**src/rtl/board_init_arbiter.sv**
```systemverilog
// board_init_arbiter: shares one memory write port between a CPU and a
// board-clear sequencer. The sequencer zeroes CLEAR_START..CLEAR_END and
// then pulses done; the CPU is passed straight through whenever the
// sequencer is not writing.
//
// Optional feature: define BOARD_INIT_TURN_EN to add a TURN step after the
// clear that writes TURN_INIT to TURN_ADDR. Without the macro the sequence
// goes CLEAR -> DONE and TURN is unreachable, so it is trimmed away.
module board_init_arbiter #(
    parameter int SIZE        = 16,
    parameter int DEPTH       = 64,
    parameter int CLEAR_START = 1,
    parameter int CLEAR_END   = 27,
    parameter int TURN_ADDR   = 28,
    parameter int TURN_INIT   = 0,
    localparam int AW         = $clog2(DEPTH)
) (
    input  logic            clk,
    input  logic            rst,
    input  logic            init_start,
    input  logic            cpu_req,
    input  logic [AW-1:0]   cpu_addr,
    input  logic [SIZE-1:0] cpu_data,
    output logic            cpu_ack,
    output logic [AW-1:0]   mem_waddr,
    output logic [SIZE-1:0] mem_write_data,
    output logic            mem_write_en,
    output logic            busy,
    output logic            done
);

`ifdef BOARD_INIT_TURN_EN
    localparam bit TURN_EN = 1'b1;
`else
    localparam bit TURN_EN = 1'b0;
`endif

    localparam logic [AW-1:0] CLR_FIRST = AW'(CLEAR_START);
    localparam logic [AW-1:0] CLR_LAST  = AW'(CLEAR_END);

    typedef enum logic [1:0] {
        IDLE  = 2'd0,
        CLEAR = 2'd1,
        TURN  = 2'd2,
        DONE  = 2'd3
    } state_e;

    state_e        state_q, state_d;
    logic [AW-1:0] cnt_q, cnt_d;

    // State and clear-address counter; synchronous reset back to IDLE.
    always_ff @(posedge clk) begin
        if (rst) begin
            // NOTE: non-blocking so every flop samples pre-edge values.
            state_q <= IDLE;
            cnt_q   <= CLR_FIRST;
        end else begin
            state_q <= state_d;
            cnt_q   <= cnt_d;
        end
    end

    // Next state and write-port mux; everything forced to zero under reset.
    always_comb begin
        // NOTE: every signal gets a default first so no latch is inferred.
        state_d        = state_q;
        cnt_d          = cnt_q;
        cpu_ack        = 1'b0;
        mem_write_en   = 1'b0;
        mem_waddr      = '0;
        mem_write_data = '0;
        busy           = 1'b0;
        done           = 1'b0;

        if (!rst) begin
            unique case (state_q)
                IDLE: begin
                    mem_write_en   = cpu_req;
                    mem_waddr      = cpu_addr;
                    mem_write_data = cpu_data;
                    cpu_ack        = cpu_req;
                    cnt_d          = CLR_FIRST;
                    if (init_start) begin
                        state_d = CLEAR;
                    end
                end
                CLEAR: begin
                    mem_write_en = 1'b1;
                    mem_waddr    = cnt_q;
                    busy         = 1'b1;
                    if (cnt_q == CLR_LAST) begin
                        state_d = TURN_EN ? TURN : DONE;
                    end else begin
                        cnt_d = cnt_q + AW'(1);
                    end
                end
                TURN: begin
                    mem_write_en   = 1'b1;
                    mem_waddr      = AW'(TURN_ADDR);
                    mem_write_data = SIZE'(TURN_INIT);
                    busy           = 1'b1;
                    state_d        = DONE;
                end
                DONE: begin
                    // A CPU write stalled during the clear lands here.
                    mem_write_en   = cpu_req;
                    mem_waddr      = cpu_addr;
                    mem_write_data = cpu_data;
                    cpu_ack        = cpu_req;
                    done           = 1'b1;
                    state_d        = IDLE;
                end
                default: begin
                    state_d = IDLE;
                end
            endcase
        end
    end

endmodule
```
**config.mk**
```make
export PLATFORM = sky130hd
export DESIGN_NAME = board_init_arbiter
export DESIGN_NICKNAME = d
export VERILOG_FILES = /design/src/rtl/board_init_arbiter.sv
export SDC_FILE = /design/constraint.sdc
export NUM_CORES = 1
export LEC_CHECK = 0
export ABC_AREA = 1
export CORE_MARGIN = 3
export CORE_UTILIZATION = 32
export DETAILED_ROUTE_END_ITERATION = 6
export PLACE_DENSITY = 0.76
export SETUP_SLACK_MARGIN = 0.5
export SLEW_MARGIN = 30
export SYNTH_ARGS = -nofsm -noshare
export SYNTH_HDL_FRONTEND = slang
export SYNTH_SLANG_ARGS = --single-unit
```
**constraint.sdc**
```tcl
create_clock -name clk -period 1.75 [get_ports clk]
set_input_delay 0.525 -clock clk [delete_from_list [all_inputs] [get_ports clk]]
set_output_delay 0.525 -clock clk [all_outputs]
set_load 0.02 [all_outputs]
```
# Word level (Yosys, flattened, before mapping)

Cells that the tools add are included.

Register bits after elaboration: 8
Output and inout port bits: 26

Add/subtract/negate cells: 1
Equal/unequal tests: 7
Muxes and demuxes: 17
Reduce and logical (&&, ||, !) cells: 6

Operators by type and width:

| operator            | number |
|---|---|
| $mux 16             | 2 |
| $pmux 6 s3          | 1 |
| $mux 6              | 2 |
| $pmux 6 s2          | 1 |
| $pmux 2 s4          | 1 |
| $mux 1              | 7 |
| $add 6x1->6 const B | 1 |
| $eq 6x5->1 const B  | 1 |
| $ne 2x2->1 const B  | 3 |
| $eq 2x2->1 const B  | 2 |
| $mux 2              | 2 |
| $reduce_and 2->1    | 2 |
| $reduce_or 2->1     | 2 |
| $eq 2x1->1 const B  | 1 |
| $logic_not 2->1     | 1 |
| $pmux 1 s2          | 1 |
| $reduce_bool 2->1   | 1 |

# Logic depth before layout (Yosys ltp)

Depth in word-level cells: 4
Depth in mapped cells: 8
Mapped depth without buffers: 8

# Worst setup path after synthesis

Ideal clock, no wire load.

Kind: register to output
From: reg state_q[0]
To: out mem_waddr[5]
Data arrival time: 1.577 ns
Data required time: 1.225 ns
Slack: -0.352 ns
Stages on the path, launching flop included: 7
Path buffers: 1
Path through: dfxtp_1 > inv_1 > ha_1 > inv_1 > buf_2 > a21oi_1 > a211oi_1

Cells in the longest elaborated chain, start to end: 4
Elaborated cells between the ends (all ways): 7
Those cells by class: eq/ne: 3; mux: 2; reduce/logical: 2

Ends and longest elaborated chain:

| what                                          | RTL line | RTL |
|---|---|---|
| start, declared                               | 48       | `state_e state_q, state_d;` |
| start signal, assigned                        | 58       | `state_q <= state_d;` |
| $eq 2x2->1 or $logic_not 2->1 (tied branches) | 76       | `unique case (state_q)` |
| $reduce_or 2->1 (no line)                     | n/a      |  |
| $pmux 6 s3 *                                  | 76       |  |
| $mux 6 *                                      | 75       | `if (!rst) begin` |
| end, declared                                 | 25       | `output logic [AW-1:0] mem_waddr,` |

Every way passes the cells marked *; elsewhere a longest branch is shown, timed or not.

# Final worst setup path

Same ends and word-level chain as after synthesis.

==> metrics <==
Die X-Extent 55.3 µm; initial antenna violation count 0; Ys Warns 0; Cell Chain, Critical Path inv_2, ha_4, inv_8, a21oi_4, a211oi_4, buf_6; top cell type's share of synthesized area 20.6%; VDD IR-drop max 0.00144 V; fin util 81.0%; diode count 0; Final HPWL DP 2370 µm; Data required, critical path 1.22 ns; post-place setup slack -0.728 ns; failing checks negative setup slack; kind of critical path flop to output port; syn_area_per_cell 5.90 µm²; starting DRC count in detailed routing 34; largest cells by area after synthesis dfxtp_1 (21%), nand2_1 (17%), nor2_1 (13%), ha_1 (8.0%), a21oi_1 (7.1%); Final Hold Fails 0; Final Skew 0.0107 ns; Num Clock Sinks 8; full die area 3060 µm²; TritonCTS Buffers 3; Initial Util 34.5%; synthesized instance count approximately 130; CTS Root Cell clkbuf_4; CTS tree done; cts hold-fix bufs 0; nets@finish 236; max frequency 0.491 GHz; vias in the first global route between 1,000 and 1,500; largest net degree at the start of global routing 16; routed len/inst about 14 µm; CP Capture Type output port; GP Congestion 0.801; PortBufs 51; fill count 151; # IOs 52; status finished with violations; post-route cell area 1830 µm²; via count 1,145; worst setup margin -0.285 ns; Worst-Margin Slew 0.193 ns; Bufs on Longest Clock Path 2; final period utilization 116%; register area share after synthesis 20.6%; cell family with most CP delay flip-flops; synthesized cell area 778 µm²; Syn Nets around 160; CP startpoint kind flop; H-tree levels 1; layout cell share with drive strength beyond 1 57.1%; clk_lat worst skew 0.26 ns; 1st-pass router iterations 4; power density over the cells around 1600 nW/µm²; Area Overhead vs Synth 135%; Seq cells post-synth 8; area leader, netlist dfxtp_1; Tmin final 2.04 ns; Worst-path clk slew 0.06 ns; P_leak 0.000760 µW; Hold WC Path Type flop to flop; worst path bufs/invs 3; Largest stage delay, worst path ~0.35 ns; die extent in y 55.3 µm; Arr. time, crit path 1.51 ns; Total GRT Usage 21.5%; DRT Wirelength roughly 3200 µm; slowest CP cell dfxtp_2; grt total ovfl 0; CP max FO 10; fin. max-slew vios 0; Via density approximately 5.0; count of unique library cells instantiated by Yosys 23; DRC 0; setup violators final 25; Core Box Area 2250 µm²; FP Rows 17; max_cap viols 0; antenna-violating nets left 0; Placement Cell Area 1680 µm²; unrepaired setup endpoints after global routing yes; Slew Limit Headroom 87.2%; first-pass GRT wire length 5390 µm
==> layout by cell type (no fill, tap or decap), drive strengths merged, types with 2 or more instances in the layout <==
cell,Yosys,routed
o21ai,2,2
nor2,28,28
a22oi,3,3
buf,5,48
ha,5,5
nand4,2,2
clkbuf,1,3
a21oi,11,11
nand2,39,40
nand3,10,10
clkdlybuf4s50,0,23
inv,12,13
dfxtp,8,8
==> tightest hold or removal path: stages, from the launching register on <==
cell and delay, ns:
dfxtp_1 0.31, inv_1 0.08, a21oi_1 0.06
==> flip-flops by register name (all words and copies together), names as in the netlist <==
signal and cells:
state_q 2, cnt_q 6
==> logic make-up after synthesis <==
kind of cell / after synthesis / share of synthesized area (%)
AND/OR/NAND/NOR: 81 / 46.3
AO/OA/AOI/OAI: 19 / 14.1
buffers and inverters: 19 / 10.9
flip-flops: 8 / 20.6
adder cells (fa/ha/maj): 5 / 8.04
==> layer usage <==
metal | track usage [%] | wire (µm)
met5 | 0 | 0
met3 | 5.84 | 187
met1 | 26.6 | 1350
met2 | 38.5 | 1630
met4 | 1.74 | 19
==> per-stage QoR <==
step | hold WS, ns | setup TNS, ns | std cells | total power, µW
global route | 0.530 | -5.75 | 231 | 3150
floorplan | 0.485 | 0 | 132 | 1660
detailed placement | 0.491 | -14.29 | 225 | 2420
global placement | 0.495 | -13.88 | 225 | 2360
CTS | 0.498 | -4.30 | 231 | 2900
finish | 0.495 | -4.92 | 231 | 2960
==> synthesized netlist by cell type (all sizes together) <==
cell type	count
nor2	28
ha	5
nor3	1
clkbuf	1
dfxtp	8
o21bai	1
nand4	2
a22oi	3
inv	12
nand2	39
clkinv	1
a211oi	1
a21oi	11
o211ai	1
buf	5
nand3	10
o21ai	2
or2	1
==> final timing paths <==
path,startpoint,end,slack [ns],cells after the start
worst max-delay path,state_q[0]$_SDFFE_PP0P_,mem_waddr[5],-0.29,6
worst max register to register,state_q[1]$_SDFFE_PP0P_,cnt_q[4]$_SDFFE_PP0P_,0.37,10
worst min-delay path,cnt_q[2]$_SDFFE_PP0P_,cnt_q[2]$_SDFFE_PP0P_,0.50,2
worst min register to register,cnt_q[2]$_SDFFE_PP0P_,cnt_q[2]$_SDFFE_PP0P_,0.50,2
==> power by group <==
| part | switching [µW] | internal [µW] |
|---|---|---|
| registers | 45.4 | 242 |
| clock network | 69.3 | 78.9 |
| logic | 1400 | 1130 |
==> layout make-up <==
cell class / instances / area (µm²) / share of cell area, %
Multi-Input combinational cell: 106 / 871 / 47.7
Timing Repair Buffer: 72 / 669 / 36.6
Sequential cell: 8 / 163 / 8.90
Inverter: 13 / 57.6 / 3.15
Tap cell: 28 / 35.0 / 1.92
Clock buffer: 3 / 22.5 / 1.23
Timing Repair inverter: 1 / 8.76 / 0.479
==> what timing repair did <==
item / 4_1_cts / 5_1_grt
cloned: 2 / 0
setup buffers: 1 / 0
pin swaps: 7 / 4
setup endpoints to repair: 34 / 34
resized for setup: 161 / 11
No activity file was read; power rests on OpenSTA's default activity.
